[src/rtl/alu_pkg.sv]
// Shared opcode and FSM state definitions for the multicycle ALU.
package alu_pkg;

  typedef enum logic [2:0] {
    OP_ADD  = 3'b000,
    OP_ASHL = 3'b001,
    OP_XNOR = 3'b010,
    OP_ASHR = 3'b011,
    OP_SUB  = 3'b100,
    OP_DIV  = 3'b101,
    OP_NEG  = 3'b110,
    OP_PASS = 3'b111
  } op_e;

  typedef enum logic [1:0] {
    ST_IDLE,
    ST_BUSY,
    ST_DONE
  } state_e;

  // Ops whose result is formed in the accept cycle and go straight to DONE.
  function automatic logic is_single_cycle(input op_e op);
    return (op == OP_ADD) || (op == OP_SUB) || (op == OP_XNOR) ||
           (op == OP_NEG) || (op == OP_PASS);
  endfunction

endpackage

[src/rtl/alu_divider.sv]
// Unsigned restoring divider: one quotient bit per cycle, WIDTH iterations.
module alu_divider #(
  parameter int unsigned WIDTH = 8
) (
  input  logic             clk,
  input  logic             rst_n,
  input  logic             start_i,
  input  logic [WIDTH-1:0] dividend_i,
  input  logic [WIDTH-1:0] divisor_i,
  output logic             done_o,
  output logic [WIDTH-1:0] quotient_o
);

  localparam int unsigned CW = $clog2(WIDTH + 1);

  logic [WIDTH-1:0] rem_q, rem_d;
  logic [WIDTH-1:0] quo_q, quo_d;
  logic [WIDTH-1:0] div_q, div_d;
  logic [CW-1:0]    cnt_q, cnt_d;
  logic             busy_q, busy_d;

  logic [WIDTH:0]   rem_sh;
  logic [WIDTH-1:0] diff;
  logic [WIDTH-1:0] rem_step;
  logic [WIDTH-1:0] quo_step;
  logic             take;

  always_comb begin
    rem_sh   = {rem_q, quo_q[WIDTH-1]};
    // When the subtraction is taken the true remainder is below the divisor,
    // so the low WIDTH bits of the difference are exact.
    diff     = rem_sh[WIDTH-1:0] - div_q;
    take     = (rem_sh >= {1'b0, div_q});
    rem_step = take ? diff : rem_sh[WIDTH-1:0];
    quo_step = {quo_q[WIDTH-2:0], take};

    rem_d  = rem_q;
    quo_d  = quo_q;
    div_d  = div_q;
    cnt_d  = cnt_q;
    busy_d = busy_q;
    if (start_i) begin
      rem_d  = '0;
      quo_d  = dividend_i;
      div_d  = divisor_i;
      cnt_d  = CW'(WIDTH);
      busy_d = 1'b1;
    end else if (busy_q) begin
      rem_d = rem_step;
      quo_d = quo_step;
      cnt_d = cnt_q - CW'(1);
      if (cnt_q == CW'(1)) busy_d = 1'b0;
    end
  end

  always_ff @(posedge clk or negedge rst_n) begin
    if (!rst_n) begin
      rem_q  <= '0;
      quo_q  <= '0;
      div_q  <= '0;
      cnt_q  <= '0;
      busy_q <= 1'b0;
    end else begin
      rem_q  <= rem_d;
      quo_q  <= quo_d;
      div_q  <= div_d;
      cnt_q  <= cnt_d;
      busy_q <= busy_d;
    end
  end

  // The last step's quotient is offered combinationally so the caller can
  // register it on the same edge the final iteration completes.
  assign done_o     = busy_q && (cnt_q == CW'(1));
  assign quotient_o = quo_step;

endmodule

[src/rtl/alu_multicycle.sv]
// Multicycle ALU: single-cycle arithmetic/logic, iterative shifts, and
// unsigned division through alu_divider, with a valid/ready handshake.
module alu_multicycle
  import alu_pkg::*;
#(
  parameter int unsigned WIDTH = 8,
  parameter int unsigned SHW   = $clog2(WIDTH) + 1
) (
  input  logic             clk,
  input  logic             rst_n,
  input  logic             in_valid,
  output logic             in_ready,
  input  logic [WIDTH-1:0] op1,
  input  logic [WIDTH-1:0] op2,
  input  logic [2:0]       sel,
  output logic             out_valid,
  input  logic             out_ready,
  output logic [WIDTH-1:0] out,
  output logic             co,
  output logic             zero,
  output logic             neg
);

  state_e           state_q, state_d;
  op_e              op_q, op_d;
  logic [WIDTH-1:0] sh_q, sh_d;
  logic [SHW-1:0]   cnt_q, cnt_d;
  logic [WIDTH-1:0] out_q, out_d;
  logic             co_q, co_d;
  logic             zero_q, zero_d;
  logic             neg_q, neg_d;

  op_e              in_op;
  logic [SHW-1:0]   sh_amt;
  logic [WIDTH:0]   add_w;
  logic [WIDTH-1:0] sc_res;
  logic             sc_co;
  logic [WIDTH-1:0] sh_next;
  logic             sh_out;
  logic             div_start;
  logic             div_done;
  logic [WIDTH-1:0] div_quo;
  logic             load;
  logic [WIDTH-1:0] res;
  logic             res_co;

  assign in_op  = op_e'(sel);
  assign sh_amt = (op2[SHW-1:0] > SHW'(WIDTH)) ? SHW'(WIDTH) : op2[SHW-1:0];

  alu_divider #(.WIDTH(WIDTH)) u_div (
    .clk        (clk),
    .rst_n      (rst_n),
    .start_i    (div_start),
    .dividend_i (op1),
    .divisor_i  (op2),
    .done_o     (div_done),
    .quotient_o (div_quo)
  );

  always_comb begin
    add_w  = {1'b0, op1} + {1'b0, op2};
    sc_res = op1;
    sc_co  = 1'b0;
    case (in_op)
      OP_ADD: begin
        sc_res = add_w[WIDTH-1:0];
        sc_co  = add_w[WIDTH];
      end
      OP_SUB: begin
        sc_res = op1 - op2;
        sc_co  = (op1 < op2);
      end
      OP_XNOR: sc_res = ~(op1 ^ op2);
      OP_NEG:  sc_res = -op1;
      default: sc_res = op1;
    endcase
  end

  always_comb begin
    if (op_q == OP_ASHL) begin
      sh_next = {sh_q[WIDTH-2:0], 1'b0};
      sh_out  = sh_q[WIDTH-1];
    end else begin
      sh_next = {sh_q[WIDTH-1], sh_q[WIDTH-1:1]};
      sh_out  = sh_q[0];
    end
  end

  always_comb begin
    state_d   = state_q;
    op_d      = op_q;
    sh_d      = sh_q;
    cnt_d     = cnt_q;
    out_d     = out_q;
    co_d      = co_q;
    zero_d    = zero_q;
    neg_d     = neg_q;
    div_start = 1'b0;
    load      = 1'b0;
    res       = sc_res;
    res_co    = sc_co;

    case (state_q)
      ST_IDLE: begin
        if (in_valid) begin
          op_d = in_op;
          if (is_single_cycle(in_op)) begin
            load = 1'b1;
          end else if (in_op == OP_DIV) begin
            if (op2 == '0) begin
              load   = 1'b1;
              res    = '1;
              res_co = 1'b1;
            end else begin
              div_start = 1'b1;
              state_d   = ST_BUSY;
            end
          end else if (sh_amt == '0) begin
            load   = 1'b1;
            res    = op1;
            res_co = 1'b0;
          end else begin
            sh_d    = op1;
            cnt_d   = sh_amt;
            state_d = ST_BUSY;
          end
        end
      end
      ST_BUSY: begin
        if (op_q == OP_DIV) begin
          if (div_done) begin
            load   = 1'b1;
            res    = div_quo;
            res_co = 1'b0;
          end
        end else begin
          // The final shift is captured directly into the result register.
          sh_d  = sh_next;
          cnt_d = cnt_q - SHW'(1);
          if (cnt_q == SHW'(1)) begin
            load   = 1'b1;
            res    = sh_next;
            res_co = sh_out;
          end
        end
      end
      ST_DONE: begin
        if (out_ready) state_d = ST_IDLE;
      end
      default: state_d = ST_IDLE;
    endcase

    if (load) begin
      state_d = ST_DONE;
      out_d   = res;
      co_d    = res_co;
      zero_d  = (res == '0);
      neg_d   = res[WIDTH-1];
    end
  end

  always_ff @(posedge clk or negedge rst_n) begin
    if (!rst_n) begin
      state_q <= ST_IDLE;
      op_q    <= OP_ADD;
      sh_q    <= '0;
      cnt_q   <= '0;
      out_q   <= '0;
      co_q    <= 1'b0;
      zero_q  <= 1'b0;
      neg_q   <= 1'b0;
    end else begin
      state_q <= state_d;
      op_q    <= op_d;
      sh_q    <= sh_d;
      cnt_q   <= cnt_d;
      out_q   <= out_d;
      co_q    <= co_d;
      zero_q  <= zero_d;
      neg_q   <= neg_d;
    end
  end

  assign in_ready  = (state_q == ST_IDLE);
  assign out_valid = (state_q == ST_DONE);
  assign out       = out_q;
  assign co        = co_q;
  assign zero      = zero_q;
  assign neg       = neg_q;

endmodule

[config.mk]
export PLATFORM = sky130hd
export DESIGN_NAME = alu_multicycle
export DESIGN_NICKNAME = d
export VERILOG_FILES = /design/src/rtl/alu_pkg.sv /design/src/rtl/alu_divider.sv /design/src/rtl/alu_multicycle.sv
export SDC_FILE = /design/constraint.sdc
export NUM_CORES = 1
export LEC_CHECK = 0
export CAP_MARGIN = 20
export CELL_PAD_IN_SITES_DETAIL_PLACEMENT = 1
export CELL_PAD_IN_SITES_GLOBAL_PLACEMENT = 2
export CORE_MARGIN = 2
export CORE_UTILIZATION = 39
export DETAILED_ROUTE_END_ITERATION = 6
export MAX_ROUTING_LAYER = met4
export PLACE_DENSITY = 0.85
export SYNTH_ARGS = -nofsm -noshare
export SYNTH_HDL_FRONTEND = slang
export SYNTH_SLANG_ARGS = --single-unit
[constraint.sdc]
create_clock -name clk -period 4.4 [get_ports clk]
set_input_delay 1.1 -clock clk [delete_from_list [all_inputs] [get_ports clk]]
set_output_delay 1.1 -clock clk [all_outputs]
set_load 0.1 [all_outputs]
== Yosys cells after proc, flatten, opt, wreduce, memory -nomap -nowiden ==
Index checks and enable logic that the tools add are counted.

* Flip-flop bits (word level): 57
* Bits of input ports: 23
* Output and inout bits: 13
* Word-level logic and storage cells: 128

* Add/sub/neg operators: 6
* Order comparisons: 3
* Equality and inequality tests: 22
* Muxes and demuxes: 67
* Bitwise logic cells: 2
* Reduce and logical (&&, ||, !) cells: 15

{| class="wikitable"
|+ Operator list
! operator !! count
|-
| $mux 8 || 19
|-
| $mux 4 || 8
|-
| $pmux 8 s2 || 2
|-
| $pmux 8 s4 || 1
|-
| $mux 1 || 25
|-
| $logic_not 8->1 || 2
|-
| $sub 8x8->8 || 2
|-
| $eq 3x3->1 const B || 5
|-
| $mux 2 || 7
|-
| $ne 2x2->1 const B || 6
|-
| $reduce_and 6->1 || 2
|-
| $add 8x8->9 || 1
|-
| $ge 9x8->1 || 1
|-
| $eq 4x1->1 const B || 2
|-
| $lt 8x8->1 || 1
|-
| $ne 4x4->1 const B || 2
|-
| $neg 8->8 || 1
|-
| $not 8->8 || 1
|-
| $pmux 4 s2 || 1
|-
| $sub 4x1->4 const B || 2
|-
| $xor 8x8->8 || 1
|-
| $pmux 1 s2 || 3
|-
| $pmux 2 s3 || 1
|-
| $gt 4x4->1 const B || 1
|-
| 14 further kinds || 18
|}

== Longest topological paths before layout ==
* Depth after elaboration: 10
* Gate-level depth with buffers: 11
* Depth with buffers taken out: 11

== Cells and area by module ==
Synthesis repeated with hierarchy kept, for this count alone.

* Cells, all modules: 591
* Area, all modules: 4,850.9 µm²

{| class="wikitable"
|+ By module, submodules not included
! module !! times used !! cells an instance !! area an instance (µm²) !! seq. area each (µm²)
|-
| alu_multicycle || 1 || 388 || 3,034.2 || 675.6
|-
| alu_divider || 1 || 203 || 1,816.7 || 725.7
|}

== Worst setup path after synthesis ==
Ideal clock, no wire load.

* Path type: input port to flip-flop
* Start point: in op2[2]
* End point: reg zero_q (netlist: zero)
* Arrival: 3,173 ps
* Required time: 4,304 ps
* Path slack: 1,131 ps
* Cell stages on the path: 11
* Buffers on the path: 1
* Cell sequence: inv_1 -> ha_1 -> clkbuf_1 -> inv_1 -> a2111oi_0 -> mux2_2 -> o211ai_1 -> nand2_1 -> nor3_2 -> nand4_1 -> o32ai_2

* Cells in the longest elaborated chain, start to end: 9
* Elaborated cells on any way between the ends: 25
* Those cells by class: add/sub: 2; order compare: 1; mux: 17; bitwise: 2; reduce/logical: 3

{| class="wikitable"
|+ RTL lines
! element !! RTL line !! text
|-
| start, declared || alu_multicycle.sv:14 || <nowiki>input logic [WIDTH-1:0] op2,</nowiki>
|-
| branches (longest 9 deep; another with $sub 8x8->8) || -- ||
|-
| end signal, assigned || alu_multicycle.sv:179 || <nowiki>zero_q <= zero_d;</nowiki>
|-
| end, declared || alu_multicycle.sv:30 || <nowiki>logic zero_q, zero_d;</nowiki>
|}

Several ways; the timed one is not identified.
A chain may end at the register's enable or synchronous reset.

== Worst setup path after layout ==
* Start point: in op1[0]
* End point: reg zero_q (netlist: zero)

* Cells in the longest elaborated chain, start to end: 9
* Elaborated cells on any way between the ends: 16
* Those cells by class: add/sub: 3; mux: 10; bitwise: 2; reduce/logical: 1

{| class="wikitable"
|+ RTL lines
! element !! RTL line !! text
|-
| start, declared || alu_multicycle.sv:13 || <nowiki>input logic [WIDTH-1:0] op1,</nowiki>
|-
| branches (longest 7 deep; another with $neg 8->8) || -- ||
|-
| $pmux 8 s2 (*) || alu_multicycle.sv:103 || <nowiki>case (state_q)</nowiki>
|-
| $logic_not 8->1 (*) || alu_multicycle.sv:157 || <nowiki>zero_d = (res == '0);</nowiki>
|}

Mark *: on every way between the ends.

==> out/qor.yml <==
status: "complete, no violations"
die_h_um: 113
drc: 0
synth.area.top_cells: "dfrtp_1 30%, ha_1 7.8%, nor2_1 5.2%, o21ai_0 4.6%, nand2_1 4.2%"
highest_layer: "met4"
min_period_over_period_pct: 88.1
fin_skew_ns: 0.0102
wl_per_cell_um: 19.8
power_w: 0.00393
firstDrtPassIters: 4
post-dp-hpwl_um: 11500
fin_crit_ns: 3.88
postRouteAntennaNets: 0
slew_violations: 0
setup-violations-final: 0
grt_max_degree: 37
totalWireLength_um: 14800
rsz0062_at_grt: "false"
met1Wirelength_um: 7040
wl_met3_um: 499
synth-seq-area-share_pct: 30.1
cts-root-buf: "clkbuf_16"
diodes: 0
power_density_nw_per_um2: 728
vias_per_cell: 5.80
cp.arrival_ns: 4.08
route.met2.wl_um: 6980
whs_path_depth: 1
die_w_um: 113
synth_top_area_cell: "dfrtp_1"
cap_violations: 0
syn_avg_cell_area_um2: 8.31
crit_type: "input pin to register"
yosys_most_used_dff: "dfrtp_1"
cts_tree: "built"
coreArea_um2: 11500
fillCellCount: 1407
cts_resized: 0
layout-drive-gt1-share_pct: 11.5
seq_area_um2: 1400
async_flop_share_pct: 100
synth_edf_count: 0
syn-num-nets: 616
port_buffers: 35
final_nets: 656
h-tree-depth: 2
synth_common_cells: "65 x nor2_1, 56 x dfrtp_1, 52 x nand2_1"
antenna_found_initial: 0
setup_tns_ns: 0
grt_pass1_wl_um: 24400
synthMostInstantiatedCell: "nor2_1"
gr-total-overflow: 0
cts_hold_buf: 0
grt_pass1_vias: 4626
synthCells: 561
critPathLaunchType: "input pin"
clock_latency_ns: 0.30
drt_iter0_markers: 261
cts_buffers: 5
cp_max_fo: 3
place.gp.congestion: 0.919
peakVddDrop_mv: 0.451
syn_area_um2: 4660
ctsLongestPathBuffers: 2
syn_to_final_growth_pct: 15.9
relSlewSlack_pct: 29.0
vias: 4324
cp.required_ns: 4.60
rows: 39
hold_viol: 0
grt_usage_pct: 24.8
clkSinkCount: 56
clkTransAtPathRegs_ns: 0.07
yosysUniqueCellTypes: 78
die_area_um2: 12800
r2r_cells: 8
synth_warnings: 0
cts_setup_buffers: 0
power_leakage_nw: 2.28
ys_ff_latch: 56
endpoint_kind: "register"
hp-class: "register to register"
start_util_pct: 40.5
timing.fmax_mhz: 258
multi_input_area_um2: 2960
synth_top_area_share_pct: 30.1
worst_slew_pin_slew_ns: 1.06
ios: 36
-- layout make-up --
type,count,share of cell area [%]
clock buffer,5,2.32
tap,143,3.31
multi-input combinational,433,54.8
sequential,56,25.9
timing repair buffer,63,10.3
clock inverter,3,0.394
inverter,42,2.92
-- final timing paths --
| kind | start | endpoint | slack, ns |
|---|---|---|---|
| max | op1[0] | zero$_DFFE_PN0P_ | 0.52 |
| min | out[1]$_DFFE_PN0P_ | out[1]$_DFFE_PN0P_ | 0.50 |
| max reg2reg | state_q[1]$_DFFE_PN0P_ | zero$_DFFE_PN0P_ | 1.36 |
| min reg2reg | out[1]$_DFFE_PN0P_ | out[1]$_DFFE_PN0P_ | 0.50 |
| max in group asynchronous | rst_n | u_div.quo_q[4]$_DFFE_PN0P_ | 2.69 |
| min in group asynchronous | rst_n | op_q[0]$_DFFE_PN0P_ | 0.91 |
-- state kept, by name, indices dropped and copies added (netlist names), 2 cells and up --
signal       count
out              8
sh_q             8
u_div.div_q      8
u_div.quo_q      8
u_div.rem_q      8
cnt_q            4
u_div.cnt_q      4
op_q             3
state_q          2
-- layout by cell type (no fill, tap or decap), types with 13 or more instances in the layout --
| cell | netlist | final |
|---|---|---|
| ha_1 | 29 | 29 |
| inv_1 | 41 | 41 |
| buf_4 | 3 | 28 |
| o21ai_0 | 43 | 43 |
| a21oi_1 | 38 | 38 |
| mux2_2 | 13 | 13 |
| mux2i_1 | 15 | 15 |
| a211oi_1 | 17 | 16 |
| nor2_1 | 65 | 65 |
| clkdlybuf4s50_1 | 0 | 34 |
| dfrtp_1 | 56 | 56 |
| nand2_1 | 52 | 52 |
-- kinds of logic (layout without fill, tap and decap cells) --
logic type	Yosys count	count (layout)	share of synthesized area, %
compound gates	175	175	25.5
xor+xnor	12	12	2.26
fa+ha+maj	32	32	9.08
buf+inv	72	113	6.66
flops	56	56	30.1
simple gates	184	184	19.3
mux	30	30	7.14
-- layer usage --
layer / vias to the layer above / GRT usage, %
met5: - / -
met4: 0 / 5.77
met3: 15 / 2.95
met2: 75 / 39.8
met1: 2149 / 33.6
li1: 2085 / -
-- stage by stage --
stage | cell area [um2] | utilization, % | worst slack [ns] | hold slack (ns) | instances
2_1_floorplan | 4660 | - | 1.13 | 0.476 | 561
3_3_place_gp | 5250 | 45.6 | 0.357 | 0.477 | 737
3_5_place_dp | 5250 | 45.6 | 0.239 | 0.495 | 737
4_1_cts | 5400 | 46.9 | 0.549 | 0.512 | 745
5_1_grt | 5400 | 46.9 | 0.368 | 0.548 | 745
6_report | 5400 | 46.9 | 0.524 | 0.505 | 745
-- critical path, stage by stage --
cell and delay [ns]:
clkdlybuf4s50_1 0.53, inv_1 0.11, ha_1 0.25, fa_1 0.41, nor2b_1 0.18, o22ai_1 0.12
o211ai_1 0.23, xnor2_1 0.14, a21oi_1 0.10, a2111oi_2 0.51, nand4_1 0.17, o32ai_2 0.23
-- where the power goes --
part / internal [W] / switching (W) / total (W)
sequential: 0.000782 / 0.000246 / 0.00103
combinational: 0.000928 / 0.00156 / 0.00249
clock: 0.000213 / 0.000200 / 0.000412
Power figures use the tool's default switching activity.
